--- config.mk ---
export PLATFORM = sky130hd
export DESIGN_NAME = wb_cmd_master
export DESIGN_NICKNAME = d
export VERILOG_FILES = /design/src/rtl/wb_cmd_master_pkg.sv /design/src/rtl/wb_cmd_master_resp.sv /design/src/rtl/wb_cmd_master.sv
export SDC_FILE = /design/constraint.sdc
export NUM_CORES = 1
export LEC_CHECK = 0
export CORE_ASPECT_RATIO = 1.5
export CORE_MARGIN = 2
export CORE_UTILIZATION = 43
export DETAILED_ROUTE_END_ITERATION = 8
export GPL_TIMING_DRIVEN = 1
export PLACE_DENSITY = 0.71
export SLEW_MARGIN = 20
export SYNTH_ARGS = -nofsm -noshare
export SYNTH_HDL_FRONTEND = slang
export SYNTH_SLANG_ARGS = --single-unit
--- constraint.sdc ---
create_clock -name clk -period 3.2 [get_ports clk]
set_clock_uncertainty 0.1 [all_clocks]
set_input_delay 0.64 -clock clk [delete_from_list [all_inputs] [get_ports clk]]
set_output_delay 0.64 -clock clk [all_outputs]
set_load 0.005 [all_outputs]
--- src/rtl/wb_cmd_master_pkg.sv ---
// wb_cmd_master_pkg: FSM state encoding, status codes and command bit positions
package wb_cmd_master_pkg;
  localparam logic [2:0] S_IDLE  = 3'd0;
  localparam logic [2:0] S_ADDR  = 3'd1;
  localparam logic [2:0] S_WDATA = 3'd2;
  localparam logic [2:0] S_BUS   = 3'd3;
  localparam logic [2:0] S_STAT  = 3'd4;
  localparam logic [2:0] S_RDATA = 3'd5;
  localparam logic [7:0] ST_OK      = 8'h00;
  localparam logic [7:0] ST_TIMEOUT = 8'h01;
  localparam logic [7:0] ST_BADCMD  = 8'h02;
  localparam int CMD_WE_BIT = 7;
endpackage

--- src/rtl/wb_cmd_master_resp.sv ---
// wb_cmd_master_resp: 5-byte load-then-shift response register, LSB first, valid/ready output
module wb_cmd_master_resp (
  input  logic        clk,
  input  logic        rst,
  input  logic        load,
  input  logic        len5,
  input  logic [39:0] din,
  output logic [7:0]  out_data,
  output logic        out_valid,
  input  logic        out_ready,
  output logic        last
);
  logic [39:0] sh;
  logic [2:0]  rem;
  // load a status (+ read data) frame, then shift one byte out per accept
  always_ff @(posedge clk) begin
    if (!rst) begin
      sh  <= '0;
      rem <= '0;
    end else if (load) begin
      sh  <= din;
      rem <= len5 ? 3'd5 : 3'd1;
    end else if (out_valid && out_ready) begin
      sh  <= {8'h00, sh[39:8]};
      rem <= rem - 3'd1;
    end
  end
  assign out_data  = sh[7:0];
  assign out_valid = rem != 3'd0;
  assign last      = out_valid && out_ready && rem == 3'd1;
endmodule

--- src/rtl/wb_cmd_master.sv ---
// wb_cmd_master: byte-stream command to Wishbone single-transaction initiator; WB_CMD_MASTER_TIMEOUT_EN adds an ack timeout
module wb_cmd_master
  import wb_cmd_master_pkg::*;
#(
  parameter int TIMEOUT_W = 8,
  parameter int TIMEOUT   = 255
) (
  input  logic        clk,
  input  logic        rst,
  input  logic [7:0]  in_data,
  input  logic        in_valid,
  output logic        in_ready,
  output logic [7:0]  out_data,
  output logic        out_valid,
  input  logic        out_ready,
  output logic [7:0]  wb_addr,
  output logic [31:0] wb_wdata,
  input  logic [31:0] wb_rdata,
  output logic        wb_we,
  output logic        wb_cyc,
  input  logic        wb_ack,
  output logic        busy
);
  logic [2:0] state;
  logic [1:0] idx;
  logic       rd_ok, bad, expire, load, len5, last;
  logic [7:0] status;
  assign bad      = in_data[6:0] != 7'd0;
  assign in_ready = rst && (state == S_IDLE || state == S_ADDR || state == S_WDATA);
  assign busy     = state != S_IDLE;
  assign load     = (state == S_IDLE && in_valid && in_ready && bad) || (state == S_BUS && (wb_ack || expire));
  assign len5     = state == S_BUS && wb_ack && !wb_we;
  assign status   = state == S_IDLE ? ST_BADCMD : wb_ack ? ST_OK : ST_TIMEOUT;
`ifdef WB_CMD_MASTER_TIMEOUT_EN
  logic [TIMEOUT_W-1:0] cnt;
  // count BUS cycles; zero whenever outside BUS so each transaction starts fresh
  always_ff @(posedge clk) begin
    if (!rst) cnt <= '0;
    else cnt <= state == S_BUS ? cnt + 1'b1 : '0;
  end
  assign expire = state == S_BUS && !wb_ack && cnt == TIMEOUT_W'(TIMEOUT - 1);
`else
  logic unused_tmo;
  assign unused_tmo = |{TIMEOUT_W, TIMEOUT};
  assign expire = 1'b0;
`endif
  // command parse, bus cycle and response sequencing
  always_ff @(posedge clk) begin
    if (!rst) begin
      state    <= S_IDLE;
      wb_cyc   <= 1'b0;
      wb_we    <= 1'b0;
      wb_addr  <= '0;
      wb_wdata <= '0;
      idx      <= '0;
      rd_ok    <= 1'b0;
    end else begin
      case (state)
        S_IDLE: if (in_valid) begin
          rd_ok <= 1'b0;
          state <= bad ? S_STAT : S_ADDR;
          if (!bad) wb_we <= in_data[CMD_WE_BIT];
        end
        S_ADDR: if (in_valid) begin
          wb_addr <= in_data;
          idx     <= '0;
          wb_cyc  <= !wb_we;
          state   <= wb_we ? S_WDATA : S_BUS;
        end
        S_WDATA: if (in_valid) begin
          wb_wdata[{idx, 3'b000} +: 8] <= in_data;
          idx <= idx + 2'd1;
          if (idx == 2'd3) begin
            wb_cyc <= 1'b1;
            state  <= S_BUS;
          end
        end
        S_BUS: if (wb_ack || expire) begin
          wb_cyc <= 1'b0;
          rd_ok  <= wb_ack && !wb_we;
          state  <= S_STAT;
        end
        S_STAT: if (out_valid && out_ready) state <= rd_ok ? S_RDATA : S_IDLE;
        S_RDATA: if (last) state <= S_IDLE;
        default: state <= S_IDLE;
      endcase
    end
  end
  wb_cmd_master_resp u_resp (
    .clk(clk),
    .rst(rst),
    .load(load),
    .len5(len5),
    .din({wb_rdata, status}),
    .out_data(out_data),
    .out_valid(out_valid),
    .out_ready(out_ready),
    .last(last)
  );
endmodule

==> impl_metrics.ini <==
[clock_tree]
hold_buffers = 0
htreeDepth = 3
cts_tree = done
clk_path_buf_depth = 2
cts_setup_buffers = 0
cts_root_buffer = clkbuf_16
cts.sinks = 91
numCtsBuffers = 9
insertion_delay_ns = 0.34
clkTransAtPathRegs_ns = 0.06
post_cts_resized = 0

[global_route]
grt_pass1_wl_um = 17600
grt_max_degree = 60
gr-total-overflow = 0
grt_pass1_vias = 3658
antenna_found_initial = 0
gr-usage-all-layers = 0.210

[timing]
hold_slack_ns = 0.351
finalSetupViolCount = 0
slew-limit-headroom = 0.412
fin_tns_setup_ns = 0
fmax_ghz = 0.364
fin_crit_sh = 0.858
post-route-min-period_ns = 2.75
worstMarginPinSlew_ns = 0.880
maxSlewViolCount = 0
hold_violations = 0
rsz0062_at_grt = false
setup_slack_ns = 0.455

[power_and_ir_drop]
p_switching_mw = 0.944
cellPowerDensity_nw_per_um2 = 573
swShare = 0.300
pwr-share-clk = 0.348
seq_power_share = 0.421
ir_drop_mv = 0.469
finalPower_mw = 3.15
intPower_mw = 2.20
power.static_leakage_nw = 1.85
p_comb_frac = 0.231

[critical_path]
path_class = input port to primary output
path_max_fanout = 6
reg2reg_setup_slack_ns = 0.87
cp-end-kind = primary output
cp.arrival_ns = 2.01
crit_required_ns = 2.46
startpoint_type = input port
r2r_cells = 4

[min_path]
hold_depth = 2
hp-class = flip-flop to flip-flop

[final_layout]
instances_no_fill = 680
final_nets = 617
area_growth_pct = 32.6
nFillCells = 847
drive_gt1_frac = 0.109
antenna_cells = 0

[floorplanning]
die_y_um = 124
coreArea_um2 = 9310
io_pins = 98
fp-row-count = 43
start_util = 0.445
dieArea_um2 = 10400
die_width_um = 84.1

[logic_synthesis]
synth_mux_area_frac = 0.0269
synth_cell_type_count = 48
synth-seq-area-share = 0.440
synth_xor_area_frac = 0.00212
synth_compound_area_frac = 0.231
ys_warn_count = 0
async_reset_ff_frac = 0
syn_nets = 535
synth_enable_flop_cells = 0
synthSimpleGateAreaFrac = 0.213
synth_top_family_by_area = compound AO/OA/AOI/OAI gates
netlist_area_um2 = 4140
synth_ff_type = dfxtp_1
synth-adder-area-share = 0.0272
syn_inst = 481
syn_avg_cell_area_um2 = 8.61
ys_ff_latch = 91

[route]
wire_per_inst_um = 16.1
ant_nets = 0
wl_met3_um = 572
top_layer_used = met4
routed_wl_um = 10900
viasPerCell = 5.62
drcViolationCount = 0
drt-met1-wl_um = 4610
firstDrtPassIters = 4
wl_met2_um = 5490
drtIter0Drc = 227
via_count = 3820

[placement]
dp_cells = 664
port_buffers = 97
place.gp.congestion = 0.810
dpl.hpwl_um = 7500
dp_slack_ns = 0.275

[status]
outcome = finished clean

[job]
max_cap_violations = 0
layer usage:
metal	vias to the layer above	track usage
li1	1892	-
met1	1807	0.247
met2	99	0.358
met3	22	0.0517
met4	0	0.0978
met5	-	0
registers in the layout, indices dropped and copies added (netlist names):
name	count
rd_ok	1
wb_addr	8
wb_cyc	1
wb_we	1
wb_wdata	32
idx	2
u_resp.sh	40
u_resp.rem	3
state	3
cell usage after synthesis, types with 2 or more instances:
| cell | n | share of area |
|---|---|---|
| nand2_1 | 98 | 0.089 |
| dfxtp_1 | 91 | 0.44 |
| a21oi_1 | 71 | 0.086 |
| nand4_1 | 32 | 0.048 |
| clkbuf_1 | 27 | 0.024 |
| nor2_1 | 25 | 0.023 |
| a311oi_2 | 19 | 0.069 |
| o21ai_0 | 12 | 0.015 |
| a22oi_1 | 10 | 0.018 |
| mux2i_1 | 10 | 0.024 |
| ha_1 | 9 | 0.027 |
| buf_4 | 8 | 0.015 |
| inv_1 | 7 | 0.0063 |
| nor3_1 | 6 | 0.0073 |
| a311oi_1 | 5 | 0.011 |
| buf_2 | 5 | 0.0060 |
| a211oi_1 | 3 | 0.0054 |
| a31oi_1 | 3 | 0.0045 |
| buf_1 | 3 | 0.0027 |
| and2_1 | 2 | 0.0030 |
| and3_1 | 2 | 0.0030 |
| and3b_1 | 2 | 0.0042 |
| buf_6 | 2 | 0.0054 |
| nand3b_1 | 2 | 0.0036 |
| nor3b_1 | 2 | 0.0036 |
| o21a_1 | 2 | 0.0036 |
| or3_1 | 2 | 0.0030 |
worst max-delay path: stages:
cell and delay, ns:
clkdlybuf4s50_1 0.65, nand2_1 0.11, nor2_1 0.10, clkdlybuf4s50_1 0.50
cells by family after synthesis:
| family | count (synthesis) |
|---|---|
| AND/OR/NAND/NOR | 184 |
| multiplexers | 11 |
| XOR/XNOR | 1 |
| AO/OA/AOI/OAI | 132 |
| flip-flops | 91 |
| adder cells (fa/ha/maj) | 9 |
| buffers and inverters | 53 |
placed cells by master (no fill, tap or decap), types with 5 or more instances in the layout:
cell,n
a311oi_2,19
ha_1,9
inv_1,7
a22oi_1,10
nand4_1,32
clkbuf_16,9
a21oi_1,71
nor3_1,6
mux2i_1,10
o21ai_0,12
dfxtp_1,91
nand2_1,98
clkdlybuf4s50_1,97
a311oi_1,5
buf_4,19
nor2_1,25
final cells by class:
type | count | area [um^2] | share of cell area
multi-input combinational | 337 | 2070 | 0.378
sequential | 91 | 1820 | 0.332
timing repair buffer | 116 | 1110 | 0.203
clock buffer | 10 | 239 | 0.0435
tap | 112 | 140 | 0.0255
clock inverter | 6 | 70.1 | 0.0128
inverter | 8 | 30.0 | 0.00547
path summary, 6_finish.rpt:
kind	startpoint	to
max reg2reg	state[2]$_SDFFE_PN0P_	u_resp.sh[20]$_SDFFE_PN0P_
min	wb_wdata[1]$_SDFFE_PN0P_	wb_wdata[1]$_SDFFE_PN0P_
max	rst	in_ready
min reg2reg	wb_wdata[1]$_SDFFE_PN0P_	wb_wdata[1]$_SDFFE_PN0P_
per-stage QoR:
stage           util  area (um^2)
2_1_floorplan      -         4140
3_3_place_gp   0.557         5180
3_5_place_dp   0.557         5180
4_1_cts        0.590         5490
5_1_grt        0.590         5490
6_report       0.590         5490
power by group through the flow:
stage                     sequential [mW]  combinational (mW)  clock [mW]
after global placement               1.34               0.707           0
after floorplan                      1.31               0.502           0
after detailed placement             1.35               0.721           0
after CTS                            1.32               0.727        1.11
final                                1.32               0.726        1.09
after global routing                 1.34               0.791        1.16
(Power assumes the default switching activity.)
